### config.mk
export PLATFORM = sky130hd
export DESIGN_NAME = serial_mag_comparator_flat
export DESIGN_NICKNAME = d
export VERILOG_FILES = /design/src/rtl/serial_mag_comparator_pkg.sv /design/src/rtl/serial_mag_comparator_if.sv /design/src/rtl/serial_mag_comparator_bit_cmp_cell.sv /design/src/rtl/serial_mag_comparator.sv /design/src/flat_wrapper.sv
export SDC_FILE = /design/constraint.sdc
export NUM_CORES = 1
export LEC_CHECK = 0
export CAP_MARGIN = 10
export CORE_AREA = 8 8 45 47
export DETAILED_ROUTE_END_ITERATION = 8
export DIE_AREA = 0 0 53 55
export GPL_ROUTABILITY_DRIVEN = 0
export PLACE_DENSITY_LB_ADDON = 0.15
export SLEW_MARGIN = 0
export SYNTH_ARGS = -nofsm -noshare
export SYNTH_HDL_FRONTEND = slang
export SYNTH_SLANG_ARGS = --single-unit
### constraint.sdc
create_clock -name clk -period 1.15 [get_ports clk]
set_input_delay 0.1725 -clock clk [delete_from_list [all_inputs] [get_ports clk]]
set_output_delay 0.1725 -clock clk [all_outputs]
set_load 0.1 [all_outputs]
### src/rtl/serial_mag_comparator_pkg.sv
// Shared definitions for the bit-serial magnitude comparator: FSM state
// encoding and the default operand width.
package serial_mag_comparator_pkg;

  localparam int DEFAULT_WIDTH = 8;

  typedef enum logic [1:0] {
    ST_IDLE    = 2'd0,
    ST_COMPARE = 2'd1,
    ST_DONE    = 2'd2
  } state_t;

endpackage

### src/rtl/serial_mag_comparator_if.sv
// Beat/verdict bundle for the serial comparator. The driver of operand beats
// uses the master view; the comparator itself uses the slave view.
interface serial_mag_comparator_if;

  logic start;
  logic bit_valid;
  logic a_bit;
  logic b_bit;
  logic busy;
  logic done;
  logic g;
  logic e;
  logic l;

  modport master (
    output start, bit_valid, a_bit, b_bit,
    input  busy, done, g, e, l
  );

  modport slave (
    input  start, bit_valid, a_bit, b_bit,
    output busy, done, g, e, l
  );

endinterface

### src/rtl/serial_mag_comparator_bit_cmp_cell.sv
// Combinational 1-bit greater/equal/less cell. Exactly one output is high
// for any input pair.
module bit_cmp_cell (
  input  logic i_a,
  input  logic i_b,
  output logic o_gt,
  output logic o_eq,
  output logic o_lt
);

  assign o_gt = i_a & ~i_b;
  assign o_eq = ~(i_a ^ i_b);
  assign o_lt = ~i_a & i_b;

endmodule

### src/rtl/serial_mag_comparator.sv
// Bit-serial unsigned magnitude comparator. Operand bits arrive MSB first,
// one pair per accepted beat; the first differing bit pair decides the
// verdict, which then stays sticky until the next start or reset.
module serial_mag_comparator
  import serial_mag_comparator_pkg::*;
#(
  parameter  int WIDTH = DEFAULT_WIDTH,
  localparam int CNT_W = $clog2(WIDTH + 1)
) (
  input logic                    clk,
  input logic                    rst_n,
  serial_mag_comparator_if.slave bus
);

  state_t           r_state;
  state_t           w_state_nxt;
  logic [CNT_W-1:0] r_count;
  logic [CNT_W-1:0] w_count_nxt;
  logic             r_busy;
  logic             w_busy_nxt;
  logic             r_done;
  logic             w_done_nxt;
  logic             r_g;
  logic             r_e;
  logic             r_l;
  logic             w_g_nxt;
  logic             w_e_nxt;
  logic             w_l_nxt;
  logic             w_gt;
  logic             w_eq;
  logic             w_lt;
  logic             w_last;

  bit_cmp_cell u_cell (
    .i_a  (bus.a_bit),
    .i_b  (bus.b_bit),
    .o_gt (w_gt),
    .o_eq (w_eq),
    .o_lt (w_lt)
  );

  assign w_last = (r_count == CNT_W'(WIDTH - 1));

  // Register all state and outputs so nothing combinational reaches the ports.
  always_ff @(posedge clk or negedge rst_n) begin
    if (!rst_n) begin
      r_state <= ST_IDLE;
      r_count <= '0;
      r_busy  <= 1'b0;
      r_done  <= 1'b0;
      r_g     <= 1'b0;
      r_e     <= 1'b0;
      r_l     <= 1'b0;
    end else begin
      r_state <= w_state_nxt;
      r_count <= w_count_nxt;
      r_busy  <= w_busy_nxt;
      r_done  <= w_done_nxt;
      r_g     <= w_g_nxt;
      r_e     <= w_e_nxt;
      r_l     <= w_l_nxt;
    end
  end

  // Next-state, beat counting and sticky verdict update; e acts as "still undecided".
  always_comb begin
    w_state_nxt = r_state;
    w_count_nxt = r_count;
    w_busy_nxt  = 1'b0;
    w_done_nxt  = 1'b0;
    w_g_nxt     = r_g;
    w_e_nxt     = r_e;
    w_l_nxt     = r_l;
    case (r_state)
      ST_IDLE, ST_DONE: begin
        if (bus.start) begin
          w_state_nxt = ST_COMPARE;
          w_count_nxt = '0;
          w_busy_nxt  = 1'b1;
          w_g_nxt     = 1'b0;
          w_e_nxt     = 1'b1;
          w_l_nxt     = 1'b0;
        end else begin
          w_state_nxt = ST_IDLE;
        end
      end
      ST_COMPARE: begin
        w_busy_nxt = 1'b1;
        if (bus.bit_valid) begin
          w_count_nxt = r_count + CNT_W'(1);
          w_g_nxt     = r_g | (r_e & w_gt);
          w_l_nxt     = r_l | (r_e & w_lt);
          w_e_nxt     = r_e & w_eq;
          if (w_last) begin
            w_state_nxt = ST_DONE;
            w_busy_nxt  = 1'b0;
            w_done_nxt  = 1'b1;
          end
        end
      end
      default: begin
        w_state_nxt = ST_IDLE;
      end
    endcase
  end

  assign bus.busy = r_busy;
  assign bus.done = r_done;
  assign bus.g    = r_g;
  assign bus.e    = r_e;
  assign bus.l    = r_l;

endmodule

### src/flat_wrapper.sv
// flat-port wrapper written by rule: the top's interface ports become plain ports
module serial_mag_comparator_flat import serial_mag_comparator_pkg::*;
#(
  parameter  int WIDTH = DEFAULT_WIDTH,
  localparam int CNT_W = $clog2(WIDTH + 1)
)
  (clk, rst_n, bus_start, bus_bit_valid, bus_a_bit, bus_b_bit, bus_busy, bus_done, bus_g, bus_e, bus_l);
  serial_mag_comparator_if bus_i ();
  input logic clk;
  input logic rst_n;
  input wire logic [$bits(bus_i.start)-1:0] bus_start;
  input wire logic [$bits(bus_i.bit_valid)-1:0] bus_bit_valid;
  input wire logic [$bits(bus_i.a_bit)-1:0] bus_a_bit;
  input wire logic [$bits(bus_i.b_bit)-1:0] bus_b_bit;
  output wire logic [$bits(bus_i.busy)-1:0] bus_busy;
  output wire logic [$bits(bus_i.done)-1:0] bus_done;
  output wire logic [$bits(bus_i.g)-1:0] bus_g;
  output wire logic [$bits(bus_i.e)-1:0] bus_e;
  output wire logic [$bits(bus_i.l)-1:0] bus_l;
  assign bus_i.start = bus_start;
  assign bus_i.bit_valid = bus_bit_valid;
  assign bus_i.a_bit = bus_a_bit;
  assign bus_i.b_bit = bus_b_bit;
  assign bus_busy = bus_i.busy;
  assign bus_done = bus_i.done;
  assign bus_g = bus_i.g;
  assign bus_e = bus_i.e;
  assign bus_l = bus_i.l;
  serial_mag_comparator #(.WIDTH(WIDTH)) u_core (.clk(clk), .rst_n(rst_n), .bus(bus_i));
endmodule
Word-level counts from Yosys, hierarchy flattened. Cells that the tools add are included.

Add/sub/neg operators: 1. Equal/unequal tests: 6. Mux-type cells: 22. Bitwise operators: 11. Reduce and logical (&&, ||, !) cells: 5.

Operators by type and width (count): $mux W1 (12); $mux W4 (2); $pmux W1 S2 (4); $pmux W4 S2 (1); $and A1 B1 Y1 (5); $add A4 B1 Y4 const B (1); $eq A4 B3 Y1 const B (1); $mux W2 (2); $ne A2 B2 Y1 const B (2); $pmux W2 S2 (1); $not A1 Y1 (3); $reduce_and A3 Y1 (1); $eq A2 B1 Y1 const B (1); $eq A2 B2 Y1 const B (1); $logic_not A2 Y1 (1); $ne A2 B1 Y1 const B (1); $or A1 B1 Y1 (2); $reduce_and A2 Y1 (1); $reduce_bool A2 Y1 (1); $reduce_or A2 Y1 (1); $xor A1 B1 Y1 (1).

Register bits after elaboration: 11. Input port bits: 6. Output and inout port bits: 5.

Longest topological paths before layout. Gate-level depths: netlist of run 1.

Depth in word-level cells: 6. Depth in mapped cells: 4.

Cells and area by module. A second synthesis of run 1 with hierarchy kept.

Cell total of the unflattened synthesis: 43. Area, all modules: 489.2 um2.

Modules (own cells, without submodules): serial_mag_comparator (instances 1, cells each 39, area an instance 456.7 um2, sequential area each 275.3 um2); bit_cmp_cell (instances 1, cells each 4, area an instance 32.5 um2, sequential area each 0.0 um2).

Worst setup path after synthesis of run 1. Ideal clock, no wire load.

Path kind: reg2reg. Start point: register u_core.r_e (netlist: u_core.bus.e). End point: register u_core.r_g (netlist: u_core.bus.g). Setup time: 0.069 ns. Arrival time: 1.270 ns. Required time: 1.081 ns. Setup slack: -0.189 ns. Cell stages (with the launch flop): 4. Buffers on the path: 0. Cells stage by stage: dfrtp_1 -> inv_1 -> nor2_1 -> a22o_1.

Cells in the longest elaborated chain, start to end: 4.

Ends and longest elaborated chain: start, declared (line serial_mag_comparator.sv:24) `logic r_e;`; start signal, assigned (line serial_mag_comparator.sv:60) `r_e <= w_e_nxt;`; $and A1 B1 Y1 (line serial_mag_comparator.sv:91) `w_g_nxt = r_g | (r_e & w_gt);`; $or A1 B1 Y1 (line serial_mag_comparator.sv:91); $mux W1 (line serial_mag_comparator.sv:89) `if (bus.bit_valid) begin`; $pmux W1 S2 (line serial_mag_comparator.sv:74) `case (r_state)`; end signal, assigned (line serial_mag_comparator.sv:59) `r_g <= w_g_nxt;`; end, declared (line serial_mag_comparator.sv:23) `logic r_g;`.

No other way between the ends. The select of a mux whose other input is x is not followed. A chain may end at the register's enable or synchronous reset.

Final worst setup path of run 1.
Start point: register u_core.r_count[1]. End point: register u_core.r_state[1].

Cells in the longest elaborated chain, start to end: 3.

Ends and longest elaborated chain: start, declared (line serial_mag_comparator.sv:17) `logic [CNT_W-1:0] r_count;`; start signal, assigned (line serial_mag_comparator.sv:56) `r_count <= w_count_nxt;`; $eq A4 B3 Y1 (line serial_mag_comparator.sv:42) `assign w_last = (r_count == CNT_W'(WIDTH - 1));`; $ne A2 B1 Y1 (no line); $reduce_and A2 Y1 (no line); end signal, assigned (line serial_mag_comparator.sv:55) `r_state <= w_state_nxt;`; end, declared (line serial_mag_comparator.sv:15) `state_t r_state;`.

No other way between the ends.

==> metrics.md, run 1 <==
| Metric | Value |
|---|---|
| CP Class | reg -> reg |
| Port bufs | 10 |
| DIE AREA | 2920 um^2 |
| WP data required | 1.30 ns |
| Slowest stage cell, crit path | dfrtp_1 |
| Most common cell in the netlist | dfrtp_1 |
| Post-CTS setup buffer count | 0 |
| Sequential area share after synthesis | 55.1% |
| Finished Cell Area | 722 um^2 |
| Layout Cells excl Fill | 74 |
| Final hold viol count | 0 |
| Synth top area share | 55.1% |
| X dimension of the die | 53 um |
| Worst Setup SP | u_core.r_count[1] |
| Largest net degree at the start of global routing | 12 |
| Final HPWL DP | 842 um |
| PwrDens | 2920 nW/um^2 |
| Leakage power | 0.343 nW |
| Cts bufs inserted | 3 |
| All-layer global routing usage | 9.15% |
| CTS tree | built |
| Clock buffer depth | 2 |
| Cell taking the most area after synthesis | dfrtp_1 |
| Origin of the critical flop-to-flop path | u_core.r_count[1] |
| Final number of setup-violating endpoints | 0 |
| Core area | 1380 um^2 |
| Fin. max-slew vios | 0 |
| DR iter-0 viols | 2 |
| Delay-heaviest family, CP | simple AND/OR/NAND/NOR gates |
| Site row count | 14 |
| Io pins | 11 |
| Global-route wire length before repair | 1890 um |
| Main synth FF type | dfrtp_1 |
| Slew margin rel. | 85.5% |
| Yosys Warn Count | 0 |
| # H-tree levels | 1 |
| Clock Latency Late Sink | 0.26 ns |
| Die Span Y | 55 um |
| CP startpoint kind | flip-flop |
| WP buf/inv | 0 |
| Vias in the first global route | 430 |
| Worst Path Arrival | 1.27 ns |
| Mapped Nets | 51 |
| Mapped Area | 499 um^2 |
| Status | finished clean |
| Nature of the critical path endpoint | flip-flop |
| Routed Antenna Nets | 0 |
| Setup TNS | 0 ns |
| CTS clk-pin slew, worst paths | 0.07 ns |
| Worst-path cell chain | ha_2 > and4b_1 > and3b_2 |
| Synth top cells by count | dfrtp_1, o21ai_0, inv_1, nand3_1, ha_1 |
| Setup repair after global routing missed its margin | true |
| Min-delay worst type | in -> async |
| Synth area leaders | dfrtp_1, ha_1, o21ai_0 |
| Place WS | -0.187 ns |
| Worst setup margin | 0.0331 ns |
| Root Driver | clkbuf_4 |
| Initial core utilization | 36.1% |
| Skew final | 0.00173 ns |
| Placed Area | 684 um^2 |
| Tmin final | 1.12 ns |
| Worst slew pin tran | 0.218 ns |
| Clock tree sinks | 11 |
| Via count | 382 |
| Ys async rst share | 100% |
| Fraction of layout cells with a size suffix above 1 | 32.8% |
| Final wirelength | 1060 um |
| Worst vdd ir | 0.00142 V |
| Synth Instances | 42 |
| Gr ovfl total | 0 |
| Area grow syn2layout | 44.6% |
| Final worst path period share | 97.1% |
| First drt pass iteration count | 4 |
| Synth Area per Inst | 11.9 um^2 |
| Placed cell count | 70 |
| #FFs+latches synth | 11 |
| Fmax | 0.895 GHz |
| Critical path's largest stage delay | 0.40 ns |
| Final #Nets | 68 |
| Cell variety after synth | 17 |
| Antenna cell count | 0 |
| Maxcap violations | 0 |
| Max FO, Critical Path | 4 |
| # DRC | 0 |
| Initial antenna violation count | 0 |
| Drt wl/cell | 14.3 um |
| Drt via density | 5.16 |
| Post-synth EDFFs | 0 |
[registers in the layout, indices dropped and copies added, names as in the netlist]
signal,count
u_core.r_count,4
u_core.bus.busy,1
u_core.bus.l,1
u_core.bus.g,1
u_core.r_state,2
u_core.bus.done,1
u_core.bus.e,1
[stage by stage]
stage	power [W]	utilization [%]	hold slack (ns)
floorplan	0.00139	-	-0.123
global placement	0.00181	49.5	0.465
detailed placement	0.00186	49.5	0.473
CTS	0.00213	51.5	0.197
global route	0.00225	52.2	0.210
finish	0.00211	52.2	0.201
[metal layers]
layer / up-vias / GRT usage, % / wire length (um)
li1: 182 / - / -
met1: 187 / 8.72 / 380
met2: 13 / 15.0 / 571
met3: 0 / 4.81 / 107
met4: 0 / 6.47 / 0
met5: - / 0 / 0
[timing repair]
action | CTS | global route
pin swaps | 0 | 0
resized for setup | 1 | 1
setup endpoints to repair | 1 | 8
hold buffers | 0 | 0
[cells by family after synthesis]
family                     after synthesis  share of synthesized area [%]
adders and majority gates                3                           7.52
DFF                                     11                           55.1
buffers and inverters                    5                           5.26
and+or+nand+nor                         13                           19.5
AOI/OAI and AO/OA                       10                           12.5
[power breakdown]
part / total (W) / internal [W] / switching (W)
clock: 0.000250 / 0.000134 / 0.000116
sequential: 0.000698 / 0.000544 / 0.000154
combinational: 0.00116 / 0.000455 / 0.000707
total: 0.00211 / 0.00113 / 0.000977
[final cells by class]
| cell class | count | area, um^2 |
|---|---|---|
| sequential | 11 | 279 |
| timing repair buffer | 13 | 173 |
| fill | 129 | 662 |
| tap | 16 | 20.0 |
| multi-input combinational | 26 | 209 |
| inverter | 4 | 15.0 |
| clock buffer | 4 | 26.3 |
[placed cells by master (no fill, tap or decap), types with 3 or more instances in the layout]
| cell type | n |
|---|---|
| o21ai_0 | 6 |
| buf_12 | 5 |
| buf_4 | 3 |
| nand3_1 | 4 |
| inv_1 | 4 |
| dfrtp_1 | 8 |
| clkbuf_4 | 3 |
| clkdlybuf4s50_1 | 5 |
| dfrtp_2 | 3 |
[worst paths after layout]
check	depth (start not counted)	end	slack, ns
worst min-delay path	2	u_core.r_state[1]	0.20
max in group asynchronous	2	u_core.bus.g	0.79
min in group clk	1	u_core.r_count[3]	0.49
worst max-delay path	3	u_core.r_state[1]	0.03
worst max register to register	3	u_core.r_state[1]	0.03
worst min register to register	1	u_core.r_count[3]	0.49
No activity file was read; power rests on OpenSTA's default activity.
==> run 2: changes to the inputs <==
- HOLD_SLACK_MARGIN: default -> 0.02
==> results of run 2 <==
Final layout, timing and power as in run 1 (identical DEF).
==> run 3: changes to the inputs <==
- CORE_AREA: 8 8 45 47 -> 5 5 42 44
- CTS_CLUSTER_SIZE: default -> 40
- DIE_AREA: 0 0 53 55 -> 0 0 47 49
- SKIP_CTS_REPAIR_TIMING: default -> 1
==> metrics.md, run 3 (synthesis results as in run 1) <==
| Metric | Value |
|---|---|
| Status | finished clean |
| Fmax | 0.880 GHz |
| Post-layout util | 51.5% |
| Most common cell after layout, fill and taps aside | dfrtp_1 |
| All-layer global routing usage | 10.8% |
| Slowest stage cell, crit path | dfrtp_1 |
| Delay-heaviest family, CP | simple AND/OR/NAND/NOR gates |
| CTS tree | built |
| Tmin final | 1.14 ns |
| Gr ovfl total | 0 |
| CP startpoint kind | flip-flop |
| Largest register FFs | 4 |
| Worst setup margin | 0.0135 ns |
| Fill count | 141 |
| Cell count of the worst reg-to-reg path | 3 |
| Drt wl/cell | 14.3 um |
| CP Class | reg -> reg |
| Net Sw Power | 0.000993 W |
| Core area | 1400 um^2 |
| X dimension of the die | 47 um |
| Clock share of power | 12.5% |
| WP data required | 1.31 ns |
| Worst r2r dst | u_core.bus.done |
| Skew final | 0.000392 ns |
| Most frequent cells in the layout | dfrtp_1, o21ai_0, clkdlybuf4s50_1, buf_12 |
| Final number of setup-violating endpoints | 0 |
| Die Span Y | 49 um |
| DR iter-0 viols | 7 |
| Fin. max-slew vios | 0 |
| Clock tree sinks | 11 |
| Via count | 385 |
| Worst-path cell chain | ha_2 > and4b_1 > and3b_2 |
| Part of the power in combinational logic | 54.7% |
| Biggest register | u_core.r_count |
| Vias in the first global route | 410 |
| Nature of the critical path endpoint | flip-flop |
| Worst slew pin tran | 0.210 ns |
| Global-route wire length before repair | 1730 um |
| Leakage power | 0.343 nW |
| Drt via density | 5.20 |
| Routed Antenna Nets | 0 |
| Clock buffer depth | 2 |
| Critical path's largest stage delay | 0.41 ns |
| Worst Path Arrival | 1.30 ns |
| Maxcap violations | 0 |
| Final HPWL DP | 832 um |
| WP buf/inv | 0 |
| Max FO, Critical Path | 4 |
| Switching Share | 46.7% |
| Power, Total | 0.00213 W |
| Top flop regs | u_core.r_count (4), u_core.r_state (2) |
| Initial core utilization | 35.6% |
| DIE AREA | 2300 um^2 |
| Fraction of layout cells with a size suffix above 1 | 32.8% |
| Antenna cell count | 0 |
| R2R Setup Slk | 0.01 ns |
| Slew margin rel. | 86.0% |
| Place WS | -0.191 ns |
| Origin of the critical flop-to-flop path | u_core.r_count[1] |
| PwrDens | 2950 nW/um^2 |
| Final hold viol count | 0 |
| Area grow syn2layout | 44.6% |
| Internal power | 0.00113 W |
| Final worst path period share | 98.8% |
| Initial antenna violation count | 0 |
| Final wirelength | 1060 um |
| Cts bufs inserted | 3 |
| Seq pwr share | 32.7% |
| First drt pass iteration count | 4 |
| # DRC | 0 |
| Site row count | 14 |
| Final #Nets | 68 |
| Root Driver | clkbuf_4 |
| Clock Latency Late Sink | 0.27 ns |
| Io pins | 11 |
| # H-tree levels | 1 |
| Largest net degree at the start of global routing | 12 |
| Worst vdd ir | 0.00150 V |
| CTS clk-pin slew, worst paths | 0.07 ns |
| Setup repair after global routing missed its margin | true |
| Port bufs | 10 |
| Min-delay worst type | in -> async |
-- run 3: stage by stage --
stage	TNS [ns]	cells	area [um^2]	hold WS, ns
after global routing	-0.0130	74	722	0.184
after floorplan	0	42	503	-0.123
after CTS	-0.00630	74	711	0.194
after global placement	-0.613	70	684	0.465
after detailed placement	-1.09	70	684	0.474
final	0	74	722	0.196
-- run 3: area by class of cell --
cell class              instances  area (um^2)  share of cell area, %
clock buffers                   4         26.3                   3.64
inverters                       4         15.0                   2.08
repair buffers                 13          173                   23.9
multi-input cells              26          209                   28.9
flip-flops and latches         11          279                   38.6
well taps                      16         20.0                   2.77
-- run 3: how the worst max path moves through the flow --
stage / start / end / slack (ns) / depth (start not counted)
after floorplan: u_core.r_count[0] / u_core.bus.done / 0.06 / 3
after global placement: bus_b_bit / u_core.bus.e / -0.14 / 5
after detailed placement: bus_b_bit / u_core.bus.e / -0.19 / 5
after CTS: u_core.r_count[1] / u_core.bus.done / -0.004 / 3
after global routing: u_core.r_count[1] / u_core.bus.done / -0.01 / 3
final: u_core.r_count[1] / u_core.bus.done / 0.01 / 3
-- run 3: routing by layer --
layer | vias up | share of wire, % | routed length (um) | track usage (%)
li1 | 180 | - | - | -
met1 | 190 | 38 | 396 | 11.9
met2 | 13 | 52 | 546 | 16.5
met3 | 2 | 8.6 | 91 | 4.06
met4 | 0 | 2.1 | 22 | 6.91
met5 | - | 0 | 0 | 0
-- run 3: power groups by stage --
stage	Combinational [W]	Clock [W]	Sequential, W
2_1_floorplan	0.000253	0	0.00113
3_5_place_dp	0.00117	0	0.000700
3_3_place_gp	0.00113	0	0.000684
4_1_cts	0.00117	0.000273	0.000693
6_report	0.00116	0.000266	0.000696
5_1_grt	0.00122	0.000300	0.000715
-- run 3: worst reg2reg max path, delay by kind of cell, from the launching register on --
kind / cells / cell delay, ns
adder cells (fa/ha/maj): 1 / 0.19
flip-flops: 1 / 0.41
AND/OR/NAND/NOR: 2 / 0.42
